**src/rtl/dp_sequencer.sv**
```systemverilog
// ---------------------------------------------------------------------------
// dp_sequencer
//
// Control unit for a 4-bit register datapath made of three loadable
// registers R0..R2, an accumulator A, a B-source mux and an ALU.
//
// A START request clears the datapath and then loads R0..R2 from the
// external M inputs. After that, the block executes one instruction for each
// accepted valid/ready transfer:
//   A <- ALU(B, A)        (EXEC cycle)
//   R[DST] <- A           (WB cycle, skipped when DST = 3)
//
// Optional feature macro: DP_SEQUENCER_CNT_EN
//   defined   : INSTR_CNT is an 8-bit wrapping count of retired instructions
//   undefined : no counter logic is built and INSTR_CNT is tied to 0
//
// Ports
//   CLK          in   1  clock; all state changes on the rising edge
//   CLR          in   1  synchronous active-high reset
//   START        in   1  level; starts the clear+load sequence from IDLE/WAIT
//   INSTR_VALID  in   1  an instruction is present on INSTR
//   INSTR        in   7  [6:4] ALU op, [3:2] B-source select, [1:0] DST
//   INSTR_READY  out  1  an instruction can be accepted this cycle
//   DP_CLR       out  1  datapath synchronous clear
//   W            out  3  per-register input select (0 = M input, 1 = A)
//   CE           out  4  clock enables: [2:0] = R2..R0, [3] = A
//   SEL          out  2  B-source select (3 = constant 0)
//   S            out  3  ALU operation code
//   DONE         out  1  one-cycle pulse when an instruction retires
//   BUSY         out  1  high in every state except IDLE and WAIT
//   INSTR_CNT    out  8  retired-instruction count (0 without the macro)
// ---------------------------------------------------------------------------
module dp_sequencer (
    input  logic       CLK,
    input  logic       CLR,
    input  logic       START,
    input  logic       INSTR_VALID,
    input  logic [6:0] INSTR,
    output logic       INSTR_READY,
    output logic       DP_CLR,
    output logic [2:0] W,
    output logic [3:0] CE,
    output logic [1:0] SEL,
    output logic [2:0] S,
    output logic       DONE,
    output logic       BUSY,
    output logic [7:0] INSTR_CNT
);

    typedef enum logic [2:0] {
        ST_IDLE  = 3'd0,
        ST_CLEAR = 3'd1,
        ST_LOAD  = 3'd2,
        ST_WAIT  = 3'd3,
        ST_EXEC  = 3'd4,
        ST_WB    = 3'd5
    } state_t;

    state_t     r_state;
    state_t     w_next_state;
    logic [6:0] r_ir;
    logic       r_done;
    logic       w_handshake;
    logic [1:0] w_dst;

    // START has priority over a pending instruction: while START is high in
    // WAIT the sequencer withholds READY, so no transfer can complete.
    assign INSTR_READY = (r_state == ST_WAIT) && !START;
    assign w_handshake = INSTR_READY && INSTR_VALID;
    assign w_dst       = r_ir[1:0];

    // The datapath clear follows CLR combinationally so the registers it
    // controls are reset on the same edge as the sequencer itself.
    assign DP_CLR = CLR || (r_state == ST_CLEAR);
    assign DONE   = r_done;
    assign BUSY   = (r_state != ST_IDLE) && (r_state != ST_WAIT);

    // -----------------------------------------------------------------------
    // State, instruction register and DONE pulse
    // -----------------------------------------------------------------------
    // NOTE: sequential state uses non-blocking assignments only, so every
    // register samples the pre-edge values of the others regardless of
    // statement order.
    always_ff @(posedge CLK) begin
        if (CLR) begin
            r_state <= ST_IDLE;
            r_ir    <= '0;
            r_done  <= 1'b0;
        end else begin
            r_state <= w_next_state;
            if (w_handshake) begin
                r_ir <= INSTR;
            end
            // DONE marks the cycle right after WB, when R[DST] is settled.
            r_done <= (r_state == ST_WB);
        end
    end

    // -----------------------------------------------------------------------
    // Next-state and Moore control-word decode
    // -----------------------------------------------------------------------
    // NOTE: every output of this block gets a default before the case
    // statement; a path that left one unassigned would infer a latch.
    always_comb begin
        w_next_state = r_state;
        W            = 3'b000;
        CE           = 4'b0000;
        SEL          = 2'b00;
        S            = 3'b000;

        unique case (r_state)
            ST_IDLE: begin
                if (START) begin
                    w_next_state = ST_CLEAR;
                end
            end

            ST_CLEAR: begin
                w_next_state = ST_LOAD;
            end

            ST_LOAD: begin
                // W = 000 routes M0..M2 into R0..R2.
                CE           = 4'b0111;
                w_next_state = ST_WAIT;
            end

            ST_WAIT: begin
                if (START) begin
                    w_next_state = ST_CLEAR;
                end else if (INSTR_VALID) begin
                    w_next_state = ST_EXEC;
                end
            end

            ST_EXEC: begin
                SEL          = r_ir[3:2];
                S            = r_ir[6:4];
                CE           = 4'b1000;
                w_next_state = ST_WB;
            end

            ST_WB: begin
                SEL = r_ir[3:2];
                S   = r_ir[6:4];
                // One-hot write of the destination register from A; DST = 3
                // leaves every enable low so only A was updated.
                case (w_dst)
                    2'd0: begin W = 3'b001; CE = 4'b0001; end
                    2'd1: begin W = 3'b010; CE = 4'b0010; end
                    2'd2: begin W = 3'b100; CE = 4'b0100; end
                    default: begin W = 3'b000; CE = 4'b0000; end
                endcase
                w_next_state = ST_WAIT;
            end

            default: begin
                w_next_state = ST_IDLE;
            end
        endcase
    end

    // -----------------------------------------------------------------------
    // Retired-instruction counter
    // -----------------------------------------------------------------------
`ifdef DP_SEQUENCER_CNT_EN
    logic [7:0] r_instr_cnt;

    // Counts in the WB cycle so the new value is visible alongside DONE.
    // Entering CLEAR (from IDLE or WAIT) restarts the count; an instruction
    // abandoned by CLR before WB is never counted.
    always_ff @(posedge CLK) begin
        if (CLR) begin
            r_instr_cnt <= '0;
        end else if (w_next_state == ST_CLEAR) begin
            r_instr_cnt <= '0;
        end else if (r_state == ST_WB) begin
            r_instr_cnt <= r_instr_cnt + 8'd1;
        end
    end

    assign INSTR_CNT = r_instr_cnt;
`else
    assign INSTR_CNT = 8'd0;
`endif

endmodule
```
**config.mk**
```make
export PLATFORM = sky130hd
export DESIGN_NAME = dp_sequencer
export DESIGN_NICKNAME = d
export VERILOG_FILES = /design/src/rtl/dp_sequencer.sv
export SDC_FILE = /design/constraint.sdc
export NUM_CORES = 1
export LEC_CHECK = 0
export CAP_MARGIN = 0
export CELL_PAD_IN_SITES_DETAIL_PLACEMENT = 0
export CELL_PAD_IN_SITES_GLOBAL_PLACEMENT = 1
export CORE_UTILIZATION = 24
export DETAILED_ROUTE_END_ITERATION = 12
export PLACE_DENSITY_LB_ADDON = 0.2
export SLEW_MARGIN = 5
export SYNTH_ARGS = -nofsm -noshare
export SYNTH_HDL_FRONTEND = slang
export SYNTH_SLANG_ARGS = --single-unit
```
**constraint.sdc**
```tcl
create_clock -name CLK -period 1.2 [get_ports CLK]
set_input_delay 0.18 -clock CLK [delete_from_list [all_inputs] [get_ports CLK]]
set_output_delay 0.18 -clock CLK [all_outputs]
set_load 0.01 [all_outputs]
```
# ---- Yosys cells after proc, flatten, opt, wreduce, memory -nomap -nowiden
# Cells that the tools add are included.
# W data, S select, Z words.
dict set report totals {
  reg_bits 11
  latchBits 0
  ram_bits 0
  rom_bits 0
  output_inout_bits 24
  n_memories 0
}
dict set report op_classes {
  addsub 0
  mul 0
  n_div 0
  order_cmp 0
  eq_ne 10
  shifts 0
  n_mux 10
  n_bitwise 0
  n_reduce_logical 11
}
# op n
set ops {}
lappend ops {{$pmux W3 S3} 2}
lappend ops {{$mux W3} 5}
lappend ops {{$pmux W3 S5} 1}
lappend ops {{$pmux W4 S3} 1}
lappend ops {{$eq A3 B2 Y1 const B} 2}
lappend ops {{$eq A3 B3 Y1 const B} 2}
lappend ops {{$reduce_or A2 Y1} 2}
lappend ops {{$eq A3 B1 Y1 const B} 1}
lappend ops {{$logic_and A1 B1 Y1} 3}
lappend ops {{$logic_not A3 Y1} 1}
lappend ops {{$ne A3 B2 Y1 const B} 1}
lappend ops {{$ne A3 B3 Y1 const B} 1}
lappend ops {{$reduce_bool A3 Y1} 1}
lappend ops {{$eq A2 B1 Y1 const B} 1}
lappend ops {{$eq A2 B2 Y1 const B} 1}
lappend ops {{$logic_not A2 Y1} 1}
lappend ops {{$mux W2} 1}
lappend ops {{$ne A2 B2 Y1 const B} 1}
lappend ops {{$reduce_and A2 Y1} 1}
lappend ops {{$logic_not A1 Y1} 1}
lappend ops {{$logic_or A1 B1 Y1} 1}

# ---- Logic depth before layout (Yosys ltp)
dict set report logic_depth {
  depth_word 3
  ltp_mapped 6
  depth_no_buf 3
}

# ---- Least setup slack after synthesis
# Ideal clock, no wire load.
dict set report synth_timing {
  kind {reg2out}
  startpoint {register r_state[1]}
  endpoint {output CE[2]}
  arrival_ps 1218
  t_required_ps 1020
  setup_slack_ps -198
  path_stages_with_launch 5
  path_cell_list {dfxtp_1 buf_2 nand3b_1 nor3b_1 nand2b_1}
}
dict set report synth_between {
  elab_chain_cells 2
  elab_cells_between_ends 4
  cone_classes {eq/ne (3); mux (1)}
}
# element line_no
set synth_rtl {}
lappend synth_rtl {{start, declared} 59} ;# state_t r_state;
lappend synth_rtl {{start signal, assigned} 90} ;# r_state <= w_next_state;
lappend synth_rtl {{$eq A3 B3 Y1 / $eq A3 B2 Y1 (equally long branches)} 111} ;# unique case (r_state)
lappend synth_rtl {{$pmux W4 S3 (*)} 111}
lappend synth_rtl {{end, declared} 42} ;# output logic [3:0] CE,
# Mark *: on every way between the ends. The rest lies on a longest branch, timed or not.

# ---- Final worst setup path
# Same ends and word-level chain as after synthesis.

==> run metrics <==
Post-layout nets=135; drt wl/cell=11.3 um; RePlAce Congestion=0.702; Die Wd=55.2 um; largest family of logic cells by synthesized area=simple AND/OR/NAND/NOR gates; Tcrit/Tclk final=1.29; area delta synth->final=66.1%; Max Cap Violations=0; vias in the first global route=598; WP data required=1.02 ns; R2R setup slack=-0.08 ns; diodes inserted=0; Rows=18; Post-Synth XOR/XNOR Area=0; CP max stage delay=0.33 ns; GRT overflow=0; Worst Path Arrival=1.36 ns; largest net degree at the start of global routing=20; worst skew pair latency=0.27 ns; Synth Warn #=0; dpl hpwl=1.21 mm; Pwr Density=758 nW/um2; multi-input logic area=443 um2; Syn Area/Cell=8.49 um2; die area=3050 um2; # setup viols final=23; simple-gate area share of the yosys netlist=0.416; core region area=2570 um2; violated checks=negative setup slack; sequential area share after synthesis=0.324; Port-buffer cells=26; Synth Area in Compound Gates=0.109; I/O pin count=35; initial antenna violation count=0; cell count after synthesis=80; Static Leak=0.000512 uW; CP cell instances=nand3b_1, buf_4, nor3b_2, nand2b_1, buf_2; layout cells sized above 1=0.447; Critical Path Fanout Max=4; DR pass1 iterations=4; DP Worst Slack=-0.505 ns; post-synthesis mux area share=0; GRT Overall Usage=0.123; final setup skew=0.00366 ns; Layout fillers=272; starting density of the core=0.265; r2r endpoint=r_state[2]; worst setup path endpoint=CE[2]; post-layout min period=1.54 ns; critical path launch point=r_state[1]; Clock Tree Buf Depth=2; Setup WS post-layout=-0.344 ns; Die H=55.2 um; R2R depth=5; Initial DRC Count=8; Cell Area, Synth=679 um2; Worst R2R Start=r_state[0]; Final Hold Viols=0; Synth Area in Adders=0; worst vdd ir=587 uV; Antenna Nets Post-Route=0; Residual DRC=0; Worst setup EP type=primary output; CTS Buf Count=3; CTS hold repair buffers=0; FF/Latch Area=224 um2; number of synthesized register bits=11; final slew viol count=0; vias post-DR=667; H-tree Lvls=1; CTS tree=built; TNS Setup=-3.66 ns; final WL=1.73 mm; fmax=0.648 GHz; clock sink total=11; Hold Crit Class=reg2reg; clk root buf=clkbuf_4; CP Launch Type=flip-flop; clk slew on worst S/H paths=0.07 ns; worst-path cell with the longest stage delay=dfxtp_2; synth unique cells=24; RSZ-0062 raised after global routing=yes; global-route wire length before repair=2.95 mm; status=complete, but fails checks; critical path type=reg2out; mean number of vias per cell=4.36
==> sequential cells by signal (all words and copies together) (netlist names) <==
| register | flops |
|---|---|
| r_ir | 7 |
| DONE | 1 |
| r_state | 3 |
==> placed cells by master, fill, tap and decap left out <==
cell type / synthesis / layout
a21boi_0: 1 / 1
a21oi_1: 1 / 1
and2_1: 5 / 2
and2_4: 1 / 4
and4bb_2: 0 / 1
buf_2: 1 / 9
buf_4: 8 / 13
buf_6: 2 / 13
clkbuf_1: 3 / 1
clkbuf_4: 0 / 3
clkdlybuf4s50_1: 0 / 10
conb_1: 1 / 8
dfxtp_1: 11 / 8
dfxtp_2: 0 / 3
dlygate4sd2_1: 0 / 1
nand2b_1: 13 / 11
nand2b_4: 0 / 2
nand3b_1: 3 / 3
nand4b_1: 7 / 7
nor2_1: 3 / 2
nor2_2: 0 / 1
nor2b_1: 1 / 1
nor3_2: 0 / 1
nor3b_2: 0 / 2
nor3b_4: 0 / 1
o21ai_0: 2 / 2
o21ai_1: 7 / 7
o21ba_1: 1 / 1
o22ai_1: 1 / 1
or2_4: 0 / 2
or2b_1: 1 / 1
==> cell families after synthesis <==
kind of cell / count (synthesis)
AOI/OAI and AO/OA: 13
buffers and inverters: 14
DFF: 11
other: 1
and+or+nand+nor: 41
==> worst max-delay path, delay by kind of cell (launching register included) <==
kind / cells / cell delay, ns
buffers and inverters: 2 / 0.29
DFF: 1 / 0.33
and+or+nand+nor: 3 / 0.47
==> final cells by class <==
cell class | count | area share
sequential | 11 | 0.198
tap | 30 | 0.0333
clock buffer | 4 | 0.0233
timing repair buffer | 46 | 0.353
multi-input combinational | 62 | 0.392
==> cells in the mapped netlist (all sizes together) <==
library cell,instances,share of area
or2,2,0.018
a21boi,1,0.011
buf,11,0.13
nand2b,13,0.12
dfxtp,11,0.32
a21oi,1,0.0074
and4bb,1,0.018
o21ai,9,0.066
nor3b,3,0.033
or2b,1,0.011
and2,6,0.059
clkbuf,3,0.017
nand4b,7,0.090
nor2b,1,0.0092
nand3b,3,0.033
o21ba,1,0.015
conb,1,0.0055
nor2,3,0.017
o22ai,1,0.0092
nor3,1,0.0074
==> what timing repair did <==
action,in CTS,in global routing
gates cloned,0,0
resized for setup,79,9
pin swaps,13,7
setup endpoints to repair,24,23
buffers inserted,7,3
hold endpoints to repair,0,0
==> metrics by stage <==
stage	hold slack, ns	utilization	cells	total power [uW]	area, um2
2_1_floorplan	0.347	-	87	500	734
3_3_place_gp	0.449	0.393	140	578	1010
3_5_place_dp	0.453	0.393	140	578	1010
4_1_cts	0.480	0.421	151	864	1080
5_1_grt	0.486	0.440	153	918	1130
6_report	0.479	0.440	153	856	1130
==> report_power, final <==
group	leakage, uW	internal (uW)	switching [uW]
Sequential	0.0000902	375	7.17
Clock	0.0000150	129	127
Combinational	0.000407	130	88.4
==> worst min path at each step <==
stage	from	end	slack, ns	cells past startpoint
floorplan	INSTR[2]	r_ir[2]	0.35	2
global placement	r_ir[5]	r_ir[5]	0.45	2
detailed placement	r_ir[2]	r_ir[2]	0.45	2
CTS	r_ir[6]	r_ir[6]	0.48	2
global route	INSTR[2]	r_ir[2]	0.49	3
finish	r_ir[2]	r_ir[2]	0.48	2
==> layer usage <==
metal / part of all wire / vias to the layer above / track usage
li1: - / 342 / -
met1: 0.47 / 295 / 0.165
met2: 0.46 / 28 / 0.176
met3: 0.056 / 2 / 0.0445
met4: 0.016 / 0 / 0.0536
met5: 0 / - / 0
Note: power is estimated with default switching activity, not from simulation.
